### config.mk
export PLATFORM = sky130hd
export DESIGN_NAME = integer_divider_flat
export DESIGN_NICKNAME = d
export VERILOG_FILES = /design/src/rtl/integer_divider_if.sv /design/src/rtl/integer_divider.sv /design/src/flat_wrapper.sv
export SDC_FILE = /design/constraint.sdc
export NUM_CORES = 1
export LEC_CHECK = 0
export ABC_CLOCK_PERIOD_IN_PS = 2900
export BUFFER_PORTS_ARGS = -buffer_cell sky130_fd_sc_hd__buf_2
export CAP_MARGIN = 20
export CORE_MARGIN = 4
export CORE_UTILIZATION = 60
export DETAILED_ROUTE_END_ITERATION = 10
export MAX_ROUTING_LAYER = met4
export PLACE_DENSITY = 0.95
export SLEW_MARGIN = 20
export SYNTH_ARGS = -nofsm -noshare
export SYNTH_HDL_FRONTEND = slang
export SYNTH_SLANG_ARGS = --single-unit
export TNS_END_PERCENT = 10
### constraint.sdc
create_clock -name clock -period 2.9 [get_ports clock]
set_input_delay 0.145 -clock clock [delete_from_list [all_inputs] [get_ports clock]]
set_output_delay 0.145 -clock clock [all_outputs]
set_load 0.01 [all_outputs]
### src/rtl/integer_divider_if.sv
// integer_divider_if: start/done divide bus; master drives start/dividend/divisor, slave returns quotient/remainder/done/divide_by_zero
interface integer_divider_if #(parameter int N = 4);
  logic         start;
  logic [N-1:0] dividend;
  logic [N-1:0] divisor;
  logic [N-1:0] quotient;
  logic [N-1:0] remainder;
  logic         done;
  logic         divide_by_zero;
  modport master (output start, dividend, divisor, input quotient, remainder, done, divide_by_zero);
  modport slave (input start, dividend, divisor, output quotient, remainder, done, divide_by_zero);
endinterface

### src/rtl/integer_divider.sv
// integer_divider: N-bit unsigned restoring divider, one quotient bit per clock; ports clock, reset (async active-low), bus (slave: start/dividend/divisor in, quotient/remainder/done/divide_by_zero out)
module integer_divider #(
  parameter int N = 4
) (
  input logic clock,
  input logic reset,
  integer_divider_if.slave bus
);
  localparam int CW = $clog2(N + 1);
  typedef enum logic [1:0] {IDLE, BUSY, DONE} state_t;
  state_t state_q, state_d;
  logic [CW-1:0] cnt_q, cnt_d;
  logic [N-1:0] dvd_q, dvd_d, dvs_q, dvs_d, rem_q, rem_d, qsh_q, qsh_d;
  logic [N-1:0] quo_q, quo_d, rmd_q, rmd_d;
  logic done_q, done_d, dbz_q, dbz_d;
  logic [N:0] trial;
  logic ge;
  assign trial = {rem_q, dvd_q[N-1]};
  assign ge = trial >= {1'b0, dvs_q};
  always_comb begin
    state_d = state_q;
    cnt_d = cnt_q;
    dvd_d = dvd_q;
    dvs_d = dvs_q;
    rem_d = rem_q;
    qsh_d = qsh_q;
    quo_d = quo_q;
    rmd_d = rmd_q;
    dbz_d = dbz_q;
    done_d = state_q == DONE;
    case (state_q)
      IDLE: if (bus.start) begin
        dvd_d = bus.dividend;
        dvs_d = bus.divisor;
        rem_d = '0;
        qsh_d = '0;
        dbz_d = bus.divisor == '0;
        state_d = dbz_d ? DONE : BUSY;
        cnt_d = CW'(N);
        quo_d = dbz_d ? '1 : quo_q;
        rmd_d = dbz_d ? bus.dividend : rmd_q;
      end
      BUSY: begin
        dvd_d = dvd_q << 1;
        // a kept remainder is always below the divisor, so N bits suffice
        rem_d = ge ? N'(trial - {1'b0, dvs_q}) : trial[N-1:0];
        qsh_d = {qsh_q[N-2:0], ge};
        cnt_d = cnt_q - 1'b1;
        state_d = cnt_q == CW'(1) ? DONE : BUSY;
        quo_d = cnt_q == CW'(1) ? qsh_d : quo_q;
        rmd_d = cnt_q == CW'(1) ? rem_d : rmd_q;
      end
      default: state_d = IDLE;
    endcase
  end
  always_ff @(posedge clock or negedge reset) begin
    if (!reset) begin
      state_q <= IDLE;
      cnt_q <= '0;
      dvd_q <= '0;
      dvs_q <= '0;
      rem_q <= '0;
      qsh_q <= '0;
      quo_q <= '0;
      rmd_q <= '0;
      done_q <= 1'b0;
      dbz_q <= 1'b0;
    end else begin
      state_q <= state_d;
      cnt_q <= cnt_d;
      dvd_q <= dvd_d;
      dvs_q <= dvs_d;
      rem_q <= rem_d;
      qsh_q <= qsh_d;
      quo_q <= quo_d;
      rmd_q <= rmd_d;
      done_q <= done_d;
      dbz_q <= dbz_d;
    end
  end
  assign bus.quotient = quo_q;
  assign bus.remainder = rmd_q;
  assign bus.done = done_q;
  assign bus.divide_by_zero = dbz_q;
endmodule

### src/flat_wrapper.sv
// flat-port wrapper written by rule: the top's interface ports become plain ports
module integer_divider_flat 
#(
  parameter int N = 4
)
  (clock, reset, bus_start, bus_dividend, bus_divisor, bus_quotient, bus_remainder, bus_done, bus_divide_by_zero);
  integer_divider_if #(.N(N)) bus_i ();
  input logic clock;
  input logic reset;
  input wire logic [$bits(bus_i.start)-1:0] bus_start;
  input wire logic [$bits(bus_i.dividend)-1:0] bus_dividend;
  input wire logic [$bits(bus_i.divisor)-1:0] bus_divisor;
  output wire logic [$bits(bus_i.quotient)-1:0] bus_quotient;
  output wire logic [$bits(bus_i.remainder)-1:0] bus_remainder;
  output wire logic [$bits(bus_i.done)-1:0] bus_done;
  output wire logic [$bits(bus_i.divide_by_zero)-1:0] bus_divide_by_zero;
  assign bus_i.start = bus_start;
  assign bus_i.dividend = bus_dividend;
  assign bus_i.divisor = bus_divisor;
  assign bus_quotient = bus_i.quotient;
  assign bus_remainder = bus_i.remainder;
  assign bus_done = bus_i.done;
  assign bus_divide_by_zero = bus_i.divide_by_zero;
  integer_divider #(.N(N)) u_core (.clock(clock), .reset(reset), .bus(bus_i));
endmodule
### Yosys cells after proc, flatten, opt, wreduce, memory -nomap -nowiden

Cells that the tools add are included.

| storage, ports and cells | value |
|---|---|
| register bits | 30 |
| input bits | 11 |
| logic and storage cells | 45 |

| operators by class | value |
|---|---|
| reductions and logical operators | 6 |
| equal/unequal tests | 6 |
| add/subtract/negate cells | 2 |
| magnitude comparators | 1 |
| muxes and demuxes | 20 |

Operators with widths:

| cell | number |
|---|---|
| 4-bit 2-to-1 mux | 9 |
| 4-bit one-hot mux with 2 select lines | 4 |
| 3-bit one-hot mux with 2 select lines | 2 |
| 2-bit 2-to-1 mux | 3 |
| 5-bit by 4-bit greater-or-equal comparator with 1-bit output | 1 |
| 4-bit zero test | 1 |
| 2-bit by 1-bit != test with 1-bit output, second input constant | 2 |
| 2-bit one-hot mux with 2 select lines | 1 |
| 2-bit AND reduction | 2 |
| 4-bit AND reduction | 1 |
| 4-bit subtractor | 1 |
| 3-bit by 1-bit equality test with 1-bit output, second input constant | 1 |
| 3-bit 2-to-1 mux | 1 |
| 3-bit by 1-bit subtractor with 3-bit output, second input constant | 1 |
| 2-bit by 1-bit equality test with 1-bit output, second input constant | 1 |
| 2-bit equality test, second input constant | 1 |
| 2-bit zero test | 1 |
| 2-bit != test, second input constant | 1 |
| 2-bit nonzero test | 1 |

### Depth between registers and ports, before layout

| depth | value |
|---|---|
| depth in word-level cells | 4 |
| mapped depth | 7 |
| gate-level depth less buffers | 7 |

### Worst setup path before layout

OpenSTA, ideal clock, no wires.

| path | value |
|---|---|
| path type | register to register |
| start point | reg u_core.dvd_q[3] |
| end point | reg u_core.rmd_q[2], in the netlist u_core.bus.remainder[2] |
| stages on the path, launching flop included | 8 |
| slack | 0.974 ns |
| arrival | 1.843 ns |
| cells stage by stage | dfrtp_1 > inv_1 > ha_1 > inv_1 > fa_1 > xnor2_1 > or4_1 > a41oi_2 |

| between the ends | value |
|---|---|
| longest elaborated chain between the ends | 4 |
| elaborated cells on any way between the ends | 5 |
| classes of those cells | 1 x add/sub; 1 x order compare; 3 x mux |

RTL lines:

| item | RTL line | RTL |
|---|---|---|
| from (decl) | integer_divider.sv:13 | `logic [N-1:0] dvd_q, dvd_d, dvs_q, dvs_d, rem_q, rem_d, qsh_q, qsh_d;` |
| from (signal assigned) | integer_divider.sv:71 | `dvd_q <= dvd_d;` |
| 4-bit subtractor or 5-bit by 4-bit greater-or-equal comparator with 1-bit output (tied branches) | integer_divider.sv:46, integer_divider.sv:19 |  |
| 4-bit 2-to-1 mux (*) | integer_divider.sv:46 | `rem_d = ge ? N'(trial - {1'b0, dvs_q}) : trial[N-1:0];` |
| 4-bit 2-to-1 mux (*) | integer_divider.sv:51 | `rmd_d = cnt_q == CW'(1) ? rem_d : rmd_q;` |
| 4-bit one-hot mux with 2 select lines (*) | integer_divider.sv:31 | `case (state_q)` |
| to (signal assigned) | integer_divider.sv:76 | `rmd_q <= rmd_d;` |
| to (decl) | integer_divider.sv:14 | `logic [N-1:0] quo_q, quo_d, rmd_q, rmd_d;` |

Every way passes the cells marked *; elsewhere a longest branch is shown, timed or not. The select of a mux whose other input is x is not followed.
A chain may end at the register's enable or synchronous reset.

### Final worst setup path

Same ends and word-level chain as after synthesis.

==> metrics.cfg <==
[synthesis]
syn_area_um2=1520
avgSynthCellArea_um2=10.1
synth_xor_xnor_area_share=0.00576
synth_async_sr_flop_share=1.00
synth-compound-area-share=0.196
synth_fa_ha_area_frac=0.0626
synth_top_family_by_area=compound AO/OA/AOI/OAI gates
synth_cells=150
seq_area_frac_synth=0.494
ys.flop_type=dfrtp_1
synth-warning-count=0
synthMuxAreaShare=0.0222
syn_nets=168
synth_cell_types=41
ys_ff_latch=30
synthSimpleGateAreaFrac=0.167
synth_edf_count=0

[clock_network]
cts_hold_buffers=1
cts_max_level=2
root_buffer=clkbuf_4
cts_resized=0
cts_tree=yes
path_clk_slew_ns=0.10
cts.sinks=30
clk_latency_ns=0.34
postCtsSetupRepairBufs=0
clockBufferDepth=2
cts_inserted_buffers=5

[route]
routed_wirelength_um=3400
wl_per_cell_um=16.6
num_vias=1264
via_per_inst=6.20
route.detailed.drc=0
firstDrtPassIters=4
drtIter0Drc=42
ant_nets=0

[critical_path]
arrival_ns=2.36
cp-start-kind=register
path_max_fanout=4
ff2ff_path_depth=7
worstPathRequired_ns=3.16
r2r-end=u_core.bus.remainder[2]$_DFFE_PN0P_
worstSetupPathType=reg2reg
r2r-start=u_core.dvd_q[3]$_DFFE_PN0P_
r2r_slack_ns=0.80
end_kind=register

[timing]
min_period_ns=2.10
final.setup.tns_ns=0
rsz0062_at_grt=false
drv_slew=0
fmaxAchievable_mhz=477
slew_headroom=0.546
finalSetupViolCount=0
finalCritPeriodShare=0.723
finClkSkew_ns=0.00258
tightest_slew_ns=0.677
finalHoldViolations=0

[floorplanning]
dieArea_um2=3400
rows=17
initial_core_util=0.656
core-area_um2=2320
die_y_um=58.3
die_x_um=58.3
ios=21

[finish]
mostFrequentLayoutCells=dfrtp_1 (30), nand2_1 (21), buf_2 (20)
fin_util=0.746
postLayoutCellArea_um2=1730
finalNetCount=193
num_antenna_cells=0
area.growth.synth_to_final_pct=13.8
drive_gt1_frac=0.233
layout_commonest_cell=dfrtp_1

[global_route]
grt_remaining_overflow=0
first_global_vias=1215
grt_max_degree=31
antenna_found_initial=0
grt_usage=0.218
grt_pass1_wl_um=5460

[pwr]
peakVddDrop_uv=847
power_density_nw_per_um2=1260
power.leakage_nw=0.822
power_mw=2.18

[placement]
port_buffers=20
hpwl_um=2450
dpl_cell_area_um2=1640
gp_routability_congestion=0.842

[worst_hold_path]
worstHoldEndpoint=u_core.dvd_q[0]$_DFFE_PN0P_
worstHoldPathCells=2
hp-class=in2reg
hp-start=bus_dividend[0]

[outcome]
status=finished clean

[job]
drv_cap=0

[worst max-delay path: stages (launching register included)]
cell,delay (ns)
dfrtp_1,0.42
inv_1,0.07
ha_1,0.24
inv_1,0.09
fa_1,0.44
xnor2_1,0.14
or4_1,0.45
a41oi_2,0.18
[layout make-up]
cell class	count	area (µm²)
Sequential cell	30	751
Fill cell	181	588
Inverter	14	52.6
Clock inverter	3	40.0
Timing Repair Buffer	23	125
Multi-Input combinational cell	101	689
Tap cell	28	35.0
Clock buffer	5	37.5
[metrics by stage]
| stage | hold WS (ns) | setup slack [ns] | instances |
|---|---|---|---|
| final | 0.0354 | 0.803 | 204 |
| after floorplan | -0.151 | 0.974 | 150 |
| after global routing | 0.0361 | 0.648 | 204 |
| after global placement | 0.194 | 0.923 | 195 |
| after CTS | 0.0393 | 0.799 | 204 |
| after detailed placement | 0.211 | 0.832 | 195 |
[report_power, final]
group / switching [mW] / leakage (nW) / internal (mW)
clock: 0.154 / 0.0450 / 0.178
sequential: 0.129 / 0.368 / 0.608
combinational: 0.651 / 0.409 / 0.463
total: 0.934 / 0.822 / 1.25
[Yosys cell counts, types with 2 or more instances]
cell / number / area share
nand2_1: 21 / 0.052
mux2_2: 3 / 0.022
o211ai_1: 4 / 0.020
inv_1: 13 / 0.032
nor2b_1: 2 / 0.0082
o21ai_0: 10 / 0.033
buf_4: 2 / 0.0099
nand3_1: 3 / 0.0099
or4_1: 2 / 0.0099
nand2b_1: 2 / 0.0082
a21oi_1: 14 / 0.046
ha_1: 6 / 0.049
o21ai_1: 2 / 0.0066
clkbuf_1: 2 / 0.0049
a21o_1: 3 / 0.015
a41oi_1: 2 / 0.012
nor3_1: 2 / 0.0066
a31oi_1: 3 / 0.012
dfrtp_1: 30 / 0.49
nor2_1: 3 / 0.0074
[state kept, by name, summed over array words and instances, names as in the netlist]
register / cells
u_core.dvs_q: 4
u_core.rem_q: 4
u_core.dvd_q: 4
u_core.qsh_q: 3
u_core.bus.done: 1
u_core.bus.quotient: 4
u_core.state_q: 2
u_core.cnt_q: 3
u_core.bus.remainder: 4
u_core.bus.divide_by_zero: 1
[worst max-delay path by stage]
stage,from,end,slack (ns)
after floorplan,u_core.dvd_q[3]$_DFFE_PN0P_,u_core.bus.remainder[2]$_DFFE_PN0P_,0.97
after global placement,u_core.dvd_q[3]$_DFFE_PN0P_,u_core.bus.remainder[2]$_DFFE_PN0P_,0.92
after detailed placement,u_core.dvd_q[3]$_DFFE_PN0P_,u_core.bus.remainder[2]$_DFFE_PN0P_,0.83
after CTS,u_core.dvd_q[3]$_DFFE_PN0P_,u_core.bus.remainder[2]$_DFFE_PN0P_,0.80
after global routing,u_core.dvd_q[3]$_DFFE_PN0P_,u_core.bus.remainder[2]$_DFFE_PN0P_,0.65
final,u_core.dvd_q[3]$_DFFE_PN0P_,u_core.bus.remainder[2]$_DFFE_PN0P_,0.80
[cell families (layout without fill, tap and decap cells)]
group,Yosys count,after routing
simple gates,46,46
compound gates,44,44
flops,30,30
buf+inv,19,45
fa+ha+maj,7,7
mux,3,3
xor+xnor,1,1
[layer usage]
layer	vias up	track usage	wire length, µm
met5	-	-	0
met4	0	0.0894	68
met3	9	0.0680	283
met2	56	0.341	1650
met1	619	0.261	1390
li1	580	-	-
Note: power is estimated with default switching activity, not from simulation.
